### config.mk
export PLATFORM = sky130hd
export DESIGN_NAME = slap_video_mixer
export DESIGN_NICKNAME = d
export VERILOG_FILES = /design/src/rtl/slap_video_pkg.sv /design/src/rtl/colour_prom_256x4.sv /design/src/rtl/slap_video_mixer.sv
export SDC_FILE = /design/constraint.sdc
export NUM_CORES = 2
export LEC_CHECK = 0
export ABC_AREA = 1
export CORE_UTILIZATION = 30
export DETAILED_ROUTE_END_ITERATION = 6
export PLACE_DENSITY = 0.47
export REMOVE_ABC_BUFFERS = 1
export SYNTH_ARGS = -nofsm -noshare
export SYNTH_HDL_FRONTEND = slang
export SYNTH_SLANG_ARGS = --single-unit
### constraint.sdc
create_clock -name master_clk -period 2.75 [get_ports master_clk]
set_input_delay 0.55 -clock master_clk [delete_from_list [all_inputs] [get_ports master_clk]]
set_output_delay 0.55 -clock master_clk [all_outputs]
set_load 0.1 [all_outputs]
### src/rtl/slap_video_pkg.sv
// slap_video_pkg: shared widths, layer-enable bit positions and the layer priority rule
// for the video mixer.
package slap_video_pkg;
    localparam int PIX_W       = 8;
    localparam int COL_W       = 4;
    localparam int LAYER_FG    = 2;
    localparam int LAYER_SPR   = 1;
    localparam int LAYER_BG    = 0;
    localparam int FG_PEN_W    = 2;
    localparam int SPR_PEN_W   = 4;
    localparam int MIX_LATENCY = 2;

    typedef logic [PIX_W-1:0] pix_t;

    // Pen 0 marks a transparent pixel; a disabled BG collapses to colour index 0.
    function automatic pix_t mix_index(pix_t bg, pix_t fg, pix_t spr, logic [2:0] en);
        return (en[LAYER_FG] && fg[FG_PEN_W-1:0] != '0)    ? fg  :
               (en[LAYER_SPR] && spr[SPR_PEN_W-1:0] != '0) ? spr :
               en[LAYER_BG]                                ? bg  : '0;
    endfunction
endpackage

### src/rtl/colour_prom_256x4.sv
// colour_prom_256x4: downloadable colour PROM, synchronous read gated by a read enable and
// an independent synchronous download write; a colliding read returns the old data.
module colour_prom_256x4
    import slap_video_pkg::*;
#(
    parameter int AW = 8
) (
    input  logic             clk,
    input  logic             we_i,
    input  logic [AW-1:0]    waddr_i,
    input  logic [COL_W-1:0] wdata_i,
    input  logic             re_i,
    input  logic [AW-1:0]    raddr_i,
    output logic [COL_W-1:0] rdata_o
);
    logic [COL_W-1:0] mem_q [2**AW];

    always_ff @(posedge clk) begin
        if (we_i) mem_q[waddr_i] <= wdata_i;
        if (re_i) rdata_o <= mem_q[raddr_i];
    end
endmodule

### src/rtl/slap_video_mixer.sv
// slap_video_mixer: aligns BG to FG/sprite, picks the winning colour index by layer
// priority and maps it through three downloadable colour PROMs to blanked RGB.
module slap_video_mixer
    import slap_video_pkg::*;
#(
    parameter int BG_DELAY = 2,
    parameter int PROM_AW  = 8
) (
    input  logic             master_clk,
    input  logic             reset_n,
    input  logic             pixel_ce,
    input  logic [PIX_W-1:0] bg_pix,
    input  logic [PIX_W-1:0] fg_pix,
    input  logic [PIX_W-1:0] spr_pix,
    input  logic             hblank,
    input  logic             vblank,
    input  logic [2:0]       layer_en,
    input  logic [24:0]      dn_addr,
    input  logic [7:0]       dn_data,
    input  logic             dn_wr,
    input  logic             prom_r_cs,
    input  logic             prom_g_cs,
    input  logic             prom_b_cs,
    output logic [COL_W-1:0] red,
    output logic [COL_W-1:0] green,
    output logic [COL_W-1:0] blue,
    output logic             blank_out
);
    pix_t bg_dly, bg_q, fg_q, spr_q, idx_q, idx_d;
    logic [MIX_LATENCY-1:0] blank_q;
    logic blank_out_q;
    logic [COL_W-1:0] r_data, g_data, b_data;
    logic unused_dn;

    assign unused_dn = ^{dn_addr[24:PROM_AW], dn_data[7:COL_W]};

    generate
        if (BG_DELAY == 0) begin : g_direct
            assign bg_dly = bg_pix;
        end else begin : g_delay
            pix_t dly_q [BG_DELAY];
            always_ff @(posedge master_clk) begin
                if (!reset_n) begin
                    dly_q <= '{default: '0};
                end else if (pixel_ce) begin
                    dly_q[0] <= bg_pix;
                    for (int i = 1; i < BG_DELAY; i++) dly_q[i] <= dly_q[i-1];
                end
            end
            assign bg_dly = dly_q[BG_DELAY-1];
        end
    endgenerate

    assign idx_d = mix_index(bg_q, fg_q, spr_q, layer_en);

    // Blank flags reset to 1 so nothing stale reaches the screen until the pipe refills.
    always_ff @(posedge master_clk) begin
        if (!reset_n) begin
            bg_q        <= '0;
            fg_q        <= '0;
            spr_q       <= '0;
            idx_q       <= '0;
            blank_q     <= '1;
            blank_out_q <= 1'b1;
        end else if (pixel_ce) begin
            bg_q        <= bg_dly;
            fg_q        <= fg_pix;
            spr_q       <= spr_pix;
            idx_q       <= idx_d;
            blank_q     <= {blank_q[MIX_LATENCY-2:0], hblank | vblank};
            blank_out_q <= blank_q[MIX_LATENCY-1];
        end
    end

    colour_prom_256x4 #(.AW(PROM_AW)) u_prom_r (
        .clk(master_clk), .we_i(dn_wr & prom_r_cs), .waddr_i(dn_addr[PROM_AW-1:0]),
        .wdata_i(dn_data[COL_W-1:0]), .re_i(pixel_ce), .raddr_i(idx_q[PROM_AW-1:0]),
        .rdata_o(r_data)
    );
    colour_prom_256x4 #(.AW(PROM_AW)) u_prom_g (
        .clk(master_clk), .we_i(dn_wr & prom_g_cs), .waddr_i(dn_addr[PROM_AW-1:0]),
        .wdata_i(dn_data[COL_W-1:0]), .re_i(pixel_ce), .raddr_i(idx_q[PROM_AW-1:0]),
        .rdata_o(g_data)
    );
    colour_prom_256x4 #(.AW(PROM_AW)) u_prom_b (
        .clk(master_clk), .we_i(dn_wr & prom_b_cs), .waddr_i(dn_addr[PROM_AW-1:0]),
        .wdata_i(dn_data[COL_W-1:0]), .re_i(pixel_ce), .raddr_i(idx_q[PROM_AW-1:0]),
        .rdata_o(b_data)
    );

    assign red       = blank_out_q ? '0 : r_data;
    assign green     = blank_out_q ? '0 : g_data;
    assign blue      = blank_out_q ? '0 : b_data;
    assign blank_out = blank_out_q;
endmodule

==> summary.txt <==
Slew Limit Fails -> 0
Final setup viols -> 0
CP startpoint kind -> flip-flop
TritonCTS buffer count -> 350
Final clock skew -> 53.0 ps
Via Count -> 88,293
Cell count after synthesis -> 11,404
Core box area -> 431,000 µm²
Die W -> 659 µm
CTS H-tree lvls -> 5
CTS Buffer Depth -> 4
Cell mode on critical path -> nand3_1
ANT nets after route -> 0
Yosys top cell area share -> 0.714
CTS tree -> yes
Congestion Overflow GR -> 0
Dominant cells by area after synthesis -> edfxtp_1, nand3_1, nand2_1, nor2_1, buf_2
Final hold slack -> 119 ps
Critical path's largest stage delay -> 370 ps
Fin crit period -> 2700 ps
Worst-path fanout max -> 16
Die H -> 659 µm
Avg WL per Cell -> 21.8 µm
Multi-input gate area -> 32,400 µm²
Initial Util -> 0.301
Final setup margin -> 50.9 ps
Min-Delay Path Class -> input pin to flip-flop
P_leak -> 57.4 nW
DR iter-0 viols -> 7,319
Synthesis-stage register bit count -> 3,135
Fillcell total -> 42,102
Highest Signal Layer -> met4
Seq/Total Area, Yosys -> 0.722
Synth warn -> 0
# port buffers -> 60
Top-count cell post-synth -> nand2_1
# DRC -> 0
Clock slew at reported path FFs -> 60 ps
Fin crit share -> 0.981
Total power per unit cell area -> 683 nW/µm²
Post-synth design cell area -> 130,000 µm²
Ys flop type -> edfxtp_1
Most frequent cells after synthesis -> nand2_1, edfxtp_1, nand3_1
CP Capture Type -> flip-flop
Vias in the first global route -> 86,676
Area Growth Syn to Fin -> 23.3%
Crit path cell chain -> buf_12 -> clkinv_16 -> buf_12 -> buf_4 -> nand2_1 -> nand3_1 -> nand3_1 -> nand3_1 -> nand3_2 -> nand3_1 -> buf_4 -> nand3_1 -> nand2_1 -> nand2_1 -> nand2_1
Crit path required time -> 3440 ps
Final Hold Vio Count -> 0
Arrival @ worst endpoint -> 3390 ps
Die area -> 435,000 µm²
Nets -> 12,519
Cell row count -> 241
Largest net degree at the start of global routing -> 100
Met2 wire length -> 192 mm
Wirelength, routed -> 402 mm
1st-pass router iterations -> 6
Async SR Flop Fraction -> 0
Status -> complete, no violations
Pre-CTS WS -> -305 ps
CP Class -> flip-flop to flip-flop
Largest delay contributor family on the critical path -> simple AND/OR/NAND/NOR gates
Synth cell types -> 21
Clock Tree Root -> clkbuf_16
Worst slew margin relative to its limit -> 0.516
Slowest CP cell -> dfxtp_4
Mean Syn Cell Area -> 11.4 µm²
Buf/Inv on CP -> 5
Met1 WL -> 177 mm
Worst slew pin tran -> 726 ps
Post-DP HPWL -> 264 mm
First-pass GRT wire length -> 584 mm
Maximum clock rate -> 370 MHz
Met3 WL -> 21.2 mm
Post-route core utilization -> 0.371
Share of cells above drive strength 1 -> 0.165
FF/Latch Area -> 93,700 µm²
Initial antenna violation count -> 13
Max-Cap Viols -> 0
Clock Sinks -> 3,135
Vias/cell -> 4.79
Gr usage total -> 0.179
Worst VDD drop -> 457 µV
Unrepaired setup endpoints after global routing -> true
Placer Congestion -> 0.845
Number of flops mapped to enable cells by yosys -> 3,084
I/O pins -> 82
Clock latency on the worst-skew pair -> 940 ps
Post-synth top area cell -> edfxtp_1
==> final timing paths <==
kind | from | end | slack [ps] | depth (start not counted)
max | idx_q[0] | u_prom_g.rdata_o[3] | 50 | 15
min | dn_data[0] | u_prom_r.mem_q[46][0] | 120 | 1
min reg2reg | fg_q[2] | fg_q[2] | 460 | 2
max reg2reg | idx_q[0] | u_prom_g.rdata_o[3] | 50 | 15
==> sequential cells by signal (all words and copies together), names as in the netlist, 8 cells and up <==
signal,flops
u_prom_r.mem_q,1024
u_prom_b.mem_q,1024
bg_dly,8
u_prom_g.mem_q,1024
fg_q,8
g_delay.dly_q,8
bg_q,8
spr_q,8
idx_q,8
==> layout by cell type, fill, tap and decap left out, types with 5 or more instances in the layout <==
master,count
nand3_1,2930
clkinvlp_4,15
a22oi_1,6
nand2_2,6
buf_8,7
buf_16,14
a21oi_1,17
clkinv_1,60
nand2_1,3403
buf_4,1156
inv_1,41
dfxtp_4,6
a31oi_1,7
clkdlybuf4s50_1,42
o21ai_0,52
nand3_2,96
clkinv_2,55
bufinv_16,29
clkinv_4,7
buf_6,16
clkbuf_8,6
diode_2,5
inv_6,15
nor2_4,16
clkbuf_1,80
inv_8,5
buf_12,258
dfxtp_1,45
clkbuf_16,367
edfxtp_1,3084
nor2_1,859
==> where the power goes <==
group / total [mW] / internal, mW / switching, mW / leakage, nW
clock network: 46.1 / 26.8 / 19.3 / 5.42
logic: 10.3 / 3.20 / 7.10 / 23.9
registers: 52.8 / 52.6 / 0.164 / 28.1
total: 109 / 82.6 / 26.6 / 57.4
==> through the flow <==
stage               TNS (ps)  cell area [µm²]  total power [mW]  std cells
floorplan           -9694590           126000              59.8      10590
global placement     -164170           147000              63.8      17779
detailed placement   -161000           147000              63.8      17779
CTS                    -14.0           159000               110      18419
global route            -116           160000               113      18441
finish                     0           160000               109      18444
==> metal layers <==
metal,vias to the layer above,global-route usage
met1,43346,0.242
met5,-,0
met3,523,0.0247
met4,0,0.0539
li1,42257,-
met2,2167,0.299
==> final cells by class <==
type | count | share of cell area
Antenna cell | 5 | 0.0000783
Clock buffer | 444 | 0.0585
Sequential cell | 3135 | 0.586
Tap cell | 5710 | 0.0447
Clock inverter | 187 | 0.0113
Inverter | 49 | 0.00147
Timing Repair inverter | 2 | 0.000141
Multi-Input combinational cell | 7406 | 0.203
Timing Repair Buffer | 1506 | 0.0951
==> cell families after synthesis <==
logic type | Yosys count | share of synthesized area
and+or+nand+nor | 7323 | 0.241
DFF | 3135 | 0.722
buffers and inverters | 863 | 0.0332
AOI/OAI and AO/OA | 83 | 0.00342
==> what timing repair did <==
item / 4_1_cts / 5_1_grt
gates cloned: 2 / 10
hold buffers: 2 / 0
setup buffers: 5 / 10
hold endpoints to repair: 6 / 0
setup endpoints to repair: 10 / 12
pin swaps: 0 / 5
resized for setup: 33 / 112
(Power assumes the default switching activity.)
